**src/rtl/rgb_threshold_multi.sv**
```systemverilog
// rgb_threshold_multi: per-pixel RGB box threshold against NUM_WIN windows,
// with per-window hit count and bounding box reported at each frame start.

module rgb_thr_win #(
  parameter int R_W   = 5,
  parameter int G_W   = 6,
  parameter int B_W   = 5,
  parameter int X_W   = 11,
  parameter int Y_W   = 11,
  parameter int CNT_W = 22
) (
  input  logic                   clk,
  input  logic                   rst,
  input  logic                   cfg_we,
  input  logic [2:0]             cfg_field,
  input  logic [7:0]             cfg_wdata,
  input  logic                   fs,
  input  logic [R_W+G_W+B_W-1:0] pix,
  input  logic                   pix_de,
  input  logic [X_W-1:0]         x,
  input  logic [Y_W-1:0]         y,
  output logic                   hit,
  output logic [CNT_W-1:0]       acc_count,
  output logic [2*X_W+2*Y_W-1:0] acc_bbox
);
  typedef struct packed {
    logic [R_W-1:0] rmin, rmax;
    logic [G_W-1:0] gmin, gmax;
    logic [B_W-1:0] bmin, bmax;
    logic           en;
  } win_cfg_t;

  localparam win_cfg_t CFG_RST = '{'0, '1, '0, '1, '0, '1, 1'b0};

  win_cfg_t       shadow, active;
  logic [R_W-1:0] r;
  logic [G_W-1:0] g;
  logic [B_W-1:0] b;
  logic [X_W-1:0] xmin, xmax;
  logic [Y_W-1:0] ymin, ymax;
  logic           unused_ok;

  assign unused_ok = &{1'b0, cfg_wdata};
  assign r = pix[R_W+G_W+B_W-1 -: R_W];
  assign g = pix[G_W+B_W-1 -: G_W];
  assign b = pix[B_W-1:0];

  // Inclusive compare; an inverted range (min>max) simply never matches.
  assign hit = pix_de && active.en &&
               r >= active.rmin && r <= active.rmax &&
               g >= active.gmin && g <= active.gmax &&
               b >= active.bmin && b <= active.bmax;
  assign acc_bbox = {xmin, xmax, ymin, ymax};

  always_ff @(posedge clk) begin
    if (rst) begin
      shadow <= CFG_RST;
      active <= CFG_RST;
    end else begin
      if (fs) active <= shadow;
      if (cfg_we) begin
        case (cfg_field)
          3'd0:    shadow.rmin <= cfg_wdata[R_W-1:0];
          3'd1:    shadow.rmax <= cfg_wdata[R_W-1:0];
          3'd2:    shadow.gmin <= cfg_wdata[G_W-1:0];
          3'd3:    shadow.gmax <= cfg_wdata[G_W-1:0];
          3'd4:    shadow.bmin <= cfg_wdata[B_W-1:0];
          3'd5:    shadow.bmax <= cfg_wdata[B_W-1:0];
          3'd6:    shadow.en   <= cfg_wdata[0];
          default: ;
        endcase
      end
    end
  end

  always_ff @(posedge clk) begin
    if (rst || fs) begin
      acc_count <= '0;
      xmin      <= '1;
      xmax      <= '0;
      ymin      <= '1;
      ymax      <= '0;
    end else if (hit) begin
      if (acc_count != '1) acc_count <= acc_count + 1'b1;
      if (x < xmin) xmin <= x;
      if (x > xmax) xmax <= x;
      if (y < ymin) ymin <= y;
      if (y > ymax) ymax <= y;
    end
  end
endmodule

module rgb_threshold_multi #(
  parameter int R_W     = 5,
  parameter int G_W     = 6,
  parameter int B_W     = 5,
  parameter int NUM_WIN = 2,
  parameter int X_W     = 11,
  parameter int Y_W     = 11,
  parameter int CNT_W   = 22
) (
  input  logic                              clk,
  input  logic                              rst,
  input  logic [R_W+G_W+B_W-1:0]            in_data,
  input  logic                              in_hs,
  input  logic                              in_vs,
  input  logic                              in_de,
  input  logic                              cfg_we,
  input  logic [$clog2(NUM_WIN)+2:0]        cfg_addr,
  input  logic [7:0]                        cfg_wdata,
  output logic [NUM_WIN-1:0]                thr_data,
  output logic                              thr_hs,
  output logic                              thr_vs,
  output logic                              thr_de,
  output logic                              stat_valid,
  output logic [NUM_WIN*CNT_W-1:0]          stat_count,
  output logic [NUM_WIN*(2*X_W+2*Y_W)-1:0]  stat_bbox
);
  localparam int PIX_W = R_W + G_W + B_W;
  localparam int AW    = $clog2(NUM_WIN) + 3;
  localparam int BB_W  = 2*X_W + 2*Y_W;

  logic [PIX_W-1:0]                 s1_data;
  logic                             s1_hs, s1_vs, s1_de;
  logic                             fs;
  logic [X_W-1:0]                   x;
  logic [Y_W-1:0]                   y;
  logic [AW-1:0]                    cfg_win;
  logic [NUM_WIN-1:0]               hit;
  logic [NUM_WIN-1:0][CNT_W-1:0]    acc_count;
  logic [NUM_WIN-1:0][BB_W-1:0]     acc_bbox;

  assign cfg_win = cfg_addr >> 3;
  // Rising vsync seen between stage1 and stage2 registers.
  assign fs = s1_vs & ~thr_vs;

  for (genvar w = 0; w < NUM_WIN; w++) begin : g_win
    rgb_thr_win #(
      .R_W(R_W), .G_W(G_W), .B_W(B_W), .X_W(X_W), .Y_W(Y_W), .CNT_W(CNT_W)
    ) u_win (
      .clk       (clk),
      .rst       (rst),
      .cfg_we    (cfg_we && cfg_win == AW'(w)),
      .cfg_field (cfg_addr[2:0]),
      .cfg_wdata (cfg_wdata),
      .fs        (fs),
      .pix       (s1_data),
      .pix_de    (s1_de),
      .x         (x),
      .y         (y),
      .hit       (hit[w]),
      .acc_count (acc_count[w]),
      .acc_bbox  (acc_bbox[w])
    );
  end

  always_ff @(posedge clk) begin
    if (rst) begin
      s1_data  <= '0;
      s1_hs    <= 1'b0;
      s1_vs    <= 1'b0;
      s1_de    <= 1'b0;
      thr_data <= '0;
      thr_hs   <= 1'b0;
      thr_vs   <= 1'b0;
      thr_de   <= 1'b0;
    end else begin
      s1_data  <= in_data;
      s1_hs    <= in_hs;
      s1_vs    <= in_vs;
      s1_de    <= in_de;
      thr_data <= hit;
      thr_hs   <= s1_hs;
      thr_vs   <= s1_vs;
      thr_de   <= s1_de;
    end
  end

  // Position of the pixel currently in stage1; thr_de is the previous stage1 de.
  always_ff @(posedge clk) begin
    if (rst || fs) begin
      x <= '0;
      y <= '0;
    end else if (s1_de) begin
      if (x != '1) x <= x + 1'b1;
    end else if (thr_de) begin
      x <= '0;
      if (y != '1) y <= y + 1'b1;
    end
  end

  always_ff @(posedge clk) begin
    if (rst) begin
      stat_valid <= 1'b0;
      stat_count <= '0;
      stat_bbox  <= '0;
    end else begin
      stat_valid <= fs;
      if (fs) begin
        stat_count <= acc_count;
        stat_bbox  <= acc_bbox;
      end
    end
  end
endmodule

```
**config.mk**
```make
export PLATFORM = sky130hd
export DESIGN_NAME = rgb_threshold_multi
export DESIGN_NICKNAME = d
export VERILOG_FILES = /design/src/rtl/rgb_threshold_multi.sv
export SDC_FILE = /design/constraint.sdc
export NUM_CORES = 1
export LEC_CHECK = 0
export CAP_MARGIN = 40
export CORE_MARGIN = 2
export CORE_UTILIZATION = 45
export DETAILED_ROUTE_END_ITERATION = 8
export GPL_TIMING_DRIVEN = 0
export PLACE_DENSITY = 0.67
export SYNTH_ARGS = -nofsm -noshare
export SYNTH_HDL_FRONTEND = slang
export SYNTH_SLANG_ARGS = --single-unit
```
**constraint.sdc**
```tcl
create_clock -name clk -period 2.2 [get_ports clk]
set_input_delay 0.22 -clock clk [delete_from_list [all_inputs] [get_ports clk]]
set_output_delay 0.22 -clock clk [all_outputs]
set_load 0.005 [all_outputs]
```
# After elaboration in Yosys (flattened, before gate mapping)
# Index checks and enable logic that the tools add are counted.
# classes
addsub	4
magnitude_cmp	20
eq_ne	11
mux	3
bitwise	3
reduce_logical	46
# ops
operator	count
AND reduction 2 bit	25
adder 22 x 1 -> 22 bit (second input constant)	2
greater-than comparator 11 bit	4
less-than comparator 11 bit	4
!= test 22 bit (second input constant)	2
two-way mux 11 bit	3
adder 11 x 1 -> 11 bit (second input constant)	2
!= test 11 bit (second input constant)	2
greater-or-equal comparator 5 bit	4
<= comparator 5 bit	4
logical AND 1 bit	16
greater-or-equal comparator 6 bit	2
<= comparator 6 bit	2
equality test 3 bit (second input constant)	3
equality test 3 x 2 -> 1 bit (second input constant)	2
logical NOT 4 bit	1
equality test 3 x 1 -> 1 bit (second input constant)	1
logical NOT 3 bit	1
AND reduction 3 bit	1
!= test 2 x 1 -> 1 bit (second input constant)	1
inverter 1 bit	2
nonzero test 2 bit	1
AND 1 bit	1
logical OR 1 bit	1
# word_totals
reg_bits	443
input_bits	34
output_inout_bits	138
word_cells	138

# Logic depth before layout (Yosys ltp)
# Gate-level depths: netlist of the first run.
# depth
word_depth	8
ltp_mapped	11
depth_no_buf	9

# Modules after synthesis
# A second synthesis of the first run with hierarchy kept.
# unflattened
cells_unflattened	2360
area_unflattened_um2	20494.7
# by_module_without_submodules
mod	instances	cells_per_inst	area_per_inst_um2	seq_area_each_um2
rgb_thr_win at g_win[0].u_win	1	820	7420.9	2642.5
rgb_thr_win at g_win[1].u_win	1	778	6759.0	2642.5
rgb_threshold_multi	1	762	6314.8	3583.4

# Worst setup path after synthesis of the first run
# Ideal clock, no wire load.
# synth_path
path_kind	register to register
from	reg s1_data[3]
to	reg g_win[1].u_win.xmax[4]
setup_time_ns	0.128
t_arrival_ns	2.294
required_time_ns	2.072
path_slack_ns	-0.222
path_stages_with_launch	10
n_path_buf	1
synth_period_minus_slack_ns	2.422
path_cell_list	dfxtp_1 -> ha_1 -> and3_1 -> a211oi_1 -> a32oi_1 -> or3_4 -> nor4_2 -> buf_6 -> mux2i_1 -> nor2_1
# synth_via
elab_chain_len	4
word_cells_on_any_way	5
cone_classes	order compare (2); reduce/logical (3)
# synth_lines
item	line_no	source
start, declared	123	logic [PIX_W-1:0] s1_data;
start signal, assigned	168	s1_data <= in_data;
greater-or-equal comparator 5 bit	52	b >= active.bmin && b <= active.bmax;
logical AND 1 bit	51	g >= active.gmin && g <= active.gmax &&
logical AND 1 bit *	52	
AND reduction 2 bit (no source line) *	--	
end signal, assigned	80	xmax <= '0;
end signal, assigned	86	if (x > xmax) xmax <= x;
end, declared	39	logic [X_W-1:0] xmin, xmax;
# Every way passes the cells marked *; elsewhere a longest branch is shown, timed or not.
# A chain may end at the register's enable or synchronous reset.

# Worst setup path after layout of the first run
# layout_path
from	reg s1_data[13]
to	reg g_win[0].u_win.acc_count[1]
# layout_via
elab_chain_len	8
word_cells_on_any_way	9
cone_classes	order compare (2); reduce/logical (7)
# layout_lines
item	line_no	source
greater-or-equal comparator 5 bit	50	r >= active.rmin && r <= active.rmax &&
logical AND 1 bit	49	assign hit = pix_de && active.en &&
logical AND 1 bit * (2 in series)	50	
logical AND 1 bit * (2 in series)	51	
logical AND 1 bit *	52	
AND reduction 2 bit (no source line) *	--	
end signal, assigned	84	if (acc_count != '1) acc_count <= acc_count + 1'b1;
end, declared	23	output logic [CNT_W-1:0] acc_count,
# Marks and branches as above.

==> results_dict.tcl, run 1 <==
set metrics [dict create \
    r2r_cells 13 \
    grt_max_degree 14 \
    synth_edf_count 0 \
    path_clk_slew_ns 0.06 \
    async_flop_share_pct 0 \
    fp-row-count 75 \
    synth_compound_area_share_pct 19.12 \
    yosysSeqAreaShare_pct 46.19 \
    grt_pass1_vias 16640 \
    io_pins 172 \
    routed-via-count 17080 \
    timing.rr.end "g_win[0].u_win.acc_count[1]$_SDFFE_PP0P_" \
    cts_buffer_depth 3 \
    yosysWarnings 0 \
    grt_antenna_before_repair 0 \
    violations "negative setup slack" \
    cts-htree-levels 2 \
    grt_setup_unrepaired "yes" \
    synth.area.mux_share_pct 1.987 \
    fin_ws_ns -0.4503 \
    drc 0 \
    fin_area_sq_mm 0.02555 \
    routed_via_density 5.674 \
    finalWeightedCongestion 0.9017 \
    startpoint_type "flip-flop" \
    ys_types 67 \
    ir_worst_vdd_mv 0.5856 \
    area_growth_pct 33.08 \
    worstPathRequired_ns 2.62 \
    critPathCaptureType "flip-flop" \
    first_pass_iters 7 \
    synthAdderAreaFrac_pct 9.905 \
    worstReg2RegStart "s1_data[13]$_SDFF_PP0_" \
    worstHoldStart "cfg_wdata[0]" \
    die_y_microns 210.6 \
    ys_ff_latch 443 \
    syn-cell-area_sq_mm 0.01920 \
    antenna_cells 0 \
    synth_top_family_by_area "compound AO/OA/AOI/OAI gates" \
    initial_core_util_pct 45.67 \
    synth_flop_cell "dfxtp_1" \
    path_max_fanout 5 \
    io_buffer_count 164 \
    numCtsBuffers 46 \
    ant_nets 0 \
    wl_per_cell_microns 19.65 \
    whs_ns 0.1637 \
    status "complete, but fails checks" \
    die-area_sq_mm 0.04434 \
    final_cell_mix "dfxtp_1, nand2_1, clkdlybuf4s50_1, inv_1, nor2_1" \
    synthXorXnorAreaFrac_pct 0.7298 \
    hold_path.class "in -> reg" \
    worstHoldPathCells 3 \
    syn_nets 2334 \
    clk_latency_ns 0.58 \
    synth_simple_gate_area_share_pct 16.13 \
    fin_worst_skew_ns 0.02391 \
    core_sq_mm 0.04204 \
    final.min_clock_period_ns 2.650 \
    clock.fmax_mhz 377.3 \
    hold_end "g_win[0].u_win.shadow[28]$_SDFFE_PP0P_" \
    finalSetupViolations 133 \
    hpwl_mm 40.14 \
    worst_pin_slew_ns 0.9888 \
    avgSynthCellArea_sq_um 8.939 \
    place_area_sq_mm 0.02164 \
    wl_mm 59.17 \
    rrSetupSlack_ns -0.45 \
    final_common_cell "dfxtp_1" \
    max_slew_margin_pct 34.08 \
    syn_inst 2148 \
    finalHoldViolations 0 \
    fin_setup_tns_ns -43.86 \
    drv_cap 0 \
    utilization_pct 60.78 \
    p_leak_nw 10.04 \
    drt_iter0_markers 1284 \
    critPathArrivalTime_ns 3.07 \
    power_density_mw_per_mm2 676.6 \
    worstSetupPathType "reg -> reg" \
    min_period_over_period_pct 120.5 \
    cts_tree "yes" \
    power_mw 17.29 \
    cts_sinks 443 \
    final_layout_size_suffix_gt1_share_pct 18.41 \
    fp.dieW_microns 210.6 \
    fin_nets 2626 \
    grt_pass1_wl_mm 89.98 \
    slew_viol_final 0 \
    grt_util_all_layers_pct 25.73 \
    overflow 0 \
    root_buffer "clkbuf_16" \
]
layer usage:
layer | share of wire, % | GRT usage (%) | vias up
li1 | - | - | 8128
met1 | 41 | 31.95 | 8152
met2 | 48 | 44.27 | 665
met3 | 7.2 | 4.425 | 139
met4 | 3.8 | 10.44 | 0
met5 | 0 | 0 | -
power by group:
group	switching (mW)	leakage, nW	internal (mW)	total, mW
clock	3.22	0.774	4.77	7.99
sequential	0.0841	3.61	8.12	8.21
combinational	0.677	5.66	0.418	1.09
how the worst max path moves through the flow:
| stage | cells past startpoint | startpoint | endpoint | slack, ns |
|---|---|---|---|---|
| floorplan | 10 | g_win[1].u_win.active[16]$_SDFFE_PP1P_ | g_win[1].u_win.xmax[4]$_SDFFE_PP0P_ | -0.06 |
| global placement | 8 | rst | x[7]$_SDFFE_PP0P_ | -1.22 |
| detailed placement | 8 | rst | x[2]$_SDFFE_PP0P_ | -1.23 |
| CTS | 9 | s1_data[13]$_SDFF_PP0_ | g_win[1].u_win.acc_count[14]$_SDFFE_PP0P_ | -0.40 |
| global route | 11 | y[0]$_SDFFE_PP0P_ | g_win[0].u_win.ymax[4]$_SDFFE_PP0P_ | -0.54 |
| finish | 13 | s1_data[13]$_SDFF_PP0_ | g_win[0].u_win.acc_count[1]$_SDFFE_PP0P_ | -0.45 |
layout make-up:
type / instances / area (sq um)
Sequential cell: 443 / 8957
Fill cell: 3491 / 16490
Buffer: 122 / 743.2
Timing Repair Buffer: 244 / 2512
Inverter: 170 / 643.1
Multi-Input combinational cell: 1413 / 10470
Clock buffer: 72 / 1461
Tap cell: 539 / 674.4
Clock inverter: 8 / 93.84
Yosys cell counts, types with 8 or more instances:
cell        n  share of area, %
a211o_1    34               1.6
o311ai_0   11              0.50
a21oi_1   140               3.6
or4_1      16              0.63
nor2b_1    66               2.2
a211oi_1    8              0.31
dfxtp_1   443                46
o211ai_1   39               1.5
a22o_1     58               2.6
nor3_1     11              0.29
nand4_1    23              0.75
nand2_1   192               3.8
nand3_1    64               1.7
inv_1     170               3.3
clkbuf_1   97               1.9
ha_1      152               9.9
and3_1     14              0.46
a21o_1     23              0.90
o21ai_0   187               4.9
buf_1      18              0.35
and4_1      9              0.41
nor2_1    153               3.0
o31ai_1    24              0.94
nand2b_1   37               1.2
xnor2_1     9              0.41
mux2i_1    37               1.9
or3_1      20              0.65
sequential cells by signal, indices dropped and copies added (netlist names):
signal / cells
g_win.u_win.xmin: 22
stat_bbox: 88
g_win.u_win.shadow: 66
thr_hs: 1
g_win.u_win.ymax: 22
s1_de: 1
s1_data: 16
thr_vs: 1
stat_count: 44
g_win.u_win.acc_count: 44
thr_de: 1
g_win.u_win.ymin: 22
stat_valid: 1
s1_hs: 1
x: 11
g_win.u_win.xmax: 22
g_win.u_win.active: 66
s1_vs: 1
thr_data: 2
y: 11
logic make-up (layout without fill, tap and decap cells):
group | Yosys count | count (layout)
compound gates | 574 | 574
mux | 38 | 38
flops | 443 | 443
buf+inv | 294 | 616
fa+ha+maj | 152 | 152
xor+xnor | 16 | 16
simple gates | 631 | 633
worst max-delay path, stage by stage (launching register included):
cell	delay [ns]
dfxtp_4	0.37
buf_4	0.14
ha_4	0.23
a21o_1	0.15
a21o_1	0.15
a211o_1	0.33
a22oi_4	0.17
buf_12	0.16
nand2_4	0.08
buf_6	0.14
buf_6	0.13
clkbuf_16	0.15
o21ai_0	0.20
a21oi_1	0.09
metrics by stage:
step / std cells / worst slack (ns)
after detailed placement: 2852 / -1.233
after global placement: 2851 / -1.216
after CTS: 2993 / -0.3968
after global routing: 3011 / -0.5368
final: 3011 / -0.4503
after floorplan: 2148 / -0.06366
what timing repair did:
item / 4_1_cts / 5_1_grt
setup endpoints to repair: 338 / 196
hold buffers: 0 / 0
setup buffers: 44 / 22
gates cloned: 18 / 3
pin swaps: 114 / 44
resized for setup: 338 / 153
(Power assumes the default switching activity.)
==> run 2: changes to the inputs <==
--- a/config.mk
+++ b/config.mk
@@ -5,10 +5,12 @@
 export SDC_FILE = /design/constraint.sdc
 export NUM_CORES = 1
 export LEC_CHECK = 0
+export ABC_CLOCK_PERIOD_IN_PS = 2200
 export CAP_MARGIN = 40
-export CORE_MARGIN = 2
+export CORE_MARGIN = 1
 export CORE_UTILIZATION = 45
 export DETAILED_ROUTE_END_ITERATION = 8
+export GPL_ROUTABILITY_DRIVEN = 1
 export GPL_TIMING_DRIVEN = 0
 export PLACE_DENSITY = 0.67
 export SYNTH_ARGS = -nofsm -noshare
==> run 2 against run 1 <==
Compared with the run above:
- the run still ends with negative setup slack left
- critical endpoint is now g_win[1].u_win.acc_count[10]$_SDFFE_PP0P_
- utilization increased by 0.15 points
- hold slack worse by 0.0019 ns
- largest power group unchanged
- die area fell by 1.9%
- sequential share of layout area down 0.11 points
==> results_dict.tcl, run 2 (synthesis gave the netlist of run 1 again) <==
set metrics [dict create \
    path_max_fanout 5 \
    final_layout_size_suffix_gt1_share_pct 19.11 \
    multi_input_area_sq_mm 0.01053 \
    fp.dieW_microns 208.6 \
    routed_via_density 5.656 \
    grt_antenna_before_repair 0 \
    io_buffer_count 164 \
    final.min_clock_period_ns 2.661 \
    wl_mm 59.36 \
    ant_nets 0 \
    antenna_cells 0 \
    max_slew_margin_pct 31.28 \
    io_pins 172 \
    p_leak_nw 10.06 \
    die_y_microns 208.6 \
    finalSetupViolations 133 \
    ir_worst_vdd_mv 0.5294 \
    fin_ws_ns -0.4605 \
    status "complete, but fails checks" \
    numCtsBuffers 46 \
    critPathArrivalTime_ns 3.17 \
    fin_nets 2621 \
    core_sq_mm 0.04204 \
    drt_iter0_markers 1400 \
    clk_latency_ns 0.59 \
    path_clk_slew_ns 0.06 \
    min_period_over_period_pct 120.9 \
    fin_setup_tns_ns -42.79 \
    slew_viol_final 0 \
    utilization_pct 60.93 \
    slowest_delay_ns 0.36 \
    grt_setup_unrepaired "yes" \
    root_buffer "clkbuf_16" \
    cts_buffer_depth 3 \
    worstSetupPathType "reg -> reg" \
    overflow 0 \
    largest_reg_flops 88 \
    worstPathRequired_ns 2.71 \
    regMostFlops "stat_bbox" \
    final_common_cell "dfxtp_1" \
    cpMaxStageDelayCell "dfxtp_4" \
    whs_ns 0.1618 \
    violations "negative setup slack" \
    power_density_mw_per_mm2 674.3 \
    cts-htree-levels 2 \
    grt_pass1_vias 16710 \
    fp-row-count 75 \
    hpwl_mm 40.46 \
    worst_pin_slew_ns 1.031 \
    die-area_sq_mm 0.04350 \
    finalWeightedCongestion 0.9195 \
    grt_util_all_layers_pct 26.68 \
    routed-via-count 17020 \
    fin_worst_skew_ns 0.01138 \
    critPathCaptureType "flip-flop" \
    finalHoldViolations 0 \
    grt_pass1_wl_mm 91.76 \
    hold_path.class "in -> reg" \
    seq_area_sq_mm 0.008950 \
    clock.fmax_mhz 375.9 \
    cts_sinks 443 \
    grt_max_degree 14 \
    startpoint_type "flip-flop" \
    fill_cells 3493 \
    initial_core_util_pct 45.67 \
    wl_per_cell_microns 19.73 \
    top_regs "stat_bbox (88), g_win.u_win.active (66), g_win.u_win.shadow (66)" \
    first_pass_iters 5 \
    area_growth_pct 33.40 \
    final_cell_mix "dfxtp_1, nand2_1, clkdlybuf4s50_1, inv_1, nor2_1" \
    crit_chain "ha_1, nor2b_1, o21ai_0, a32oi_2, buf_4, nor4_4, buf_6, nand3_4, buf_12, buf_16, or3_4, a21oi_2" \
    drc 0 \
    holdBufCountCts 0 \
    drv_cap 0 \
    cts_tree "yes" \
]
-- run 2: cell count changes in the layout (fill, tap and decap cells not counted), moves of 9 or more --
| cell | change |
|---|---|
| dfxtp_2 | +9 |
| or4_4 | +9 |
| or4_1 | -9 |
| clkbuf_8 | -11 |
-- run 2: metrics by stage --
step / instance area [sq um] / total power [mW] / cells / setup slack [ns]
global placement: 21630 / 9.277 / 2851 / -1.223
detailed placement: 21640 / 9.302 / 2852 / -1.253
floorplan: 19320 / 8.822 / 2148 / -0.06366
CTS: 24740 / 17.26 / 2986 / -0.4462
global route: 25610 / 17.77 / 3009 / -0.5279
finish: 25610 / 17.27 / 3009 / -0.4605
-- run 2: what timing repair did --
| item | in CTS | in global routing |
|---|---|---|
| resized for setup | 340 | 192 |
| hold endpoints to repair | 0 | 0 |
| setup endpoints to repair | 338 | 260 |
| cloned | 16 | 1 |
| setup buffers | 37 | 28 |
| pin swaps | 121 | 77 |
-- run 2: power breakdown --
part | internal, mW | total [mW] | switching [mW]
logic | 0.413 | 1.10 | 0.684
registers | 8.13 | 8.21 | 0.0830
clock network | 4.67 | 7.96 | 3.29
-- run 2: area by class of cell --
cell class | instances | share of cell area, %
plain buffers | 123 | 2.975
clock buffers | 74 | 5.583
clock inverters | 9 | 0.3859
inverters | 170 | 2.501
multi-input cells | 1411 | 41.12
flip-flops and latches | 443 | 34.94
well taps | 539 | 2.633
repair buffers | 240 | 9.862
-- run 2: per-layer routing --
layer | part of all wire, % | global-route usage (%) | wire, microns
met1 | 43 | 34.39 | 25230
met2 | 48 | 44.99 | 28430
met3 | 5.8 | 3.728 | 3422
met4 | 3.8 | 10.60 | 2279
met5 | 0 | 0 | 0
-- run 2: final timing paths --
kind / endpoint / slack, ns / from / cells past startpoint
hold / removal: g_win[0].u_win.shadow[29]$_SDFFE_PP0P_ / 0.16 / cfg_wdata[1] / 3
hold reg to reg: thr_hs$_SDFF_PP0_ / 0.44 / s1_hs$_SDFF_PP0_ / 1
setup reg to reg: g_win[1].u_win.acc_count[10]$_SDFFE_PP0P_ / -0.46 / s1_data[1]$_SDFF_PP0_ / 12
setup / recovery: g_win[1].u_win.acc_count[10]$_SDFFE_PP0P_ / -0.46 / s1_data[1]$_SDFF_PP0_ / 12
-- run 2: critical path: cells and delay by family (launching register included) --
kind / cells / cell delay (ns)
and+or+nand+nor: 4 / 0.84
AOI/OAI and AO/OA: 3 / 0.41
buffers and inverters: 4 / 0.65
DFF: 1 / 0.36
adders and majority gates: 1 / 0.32
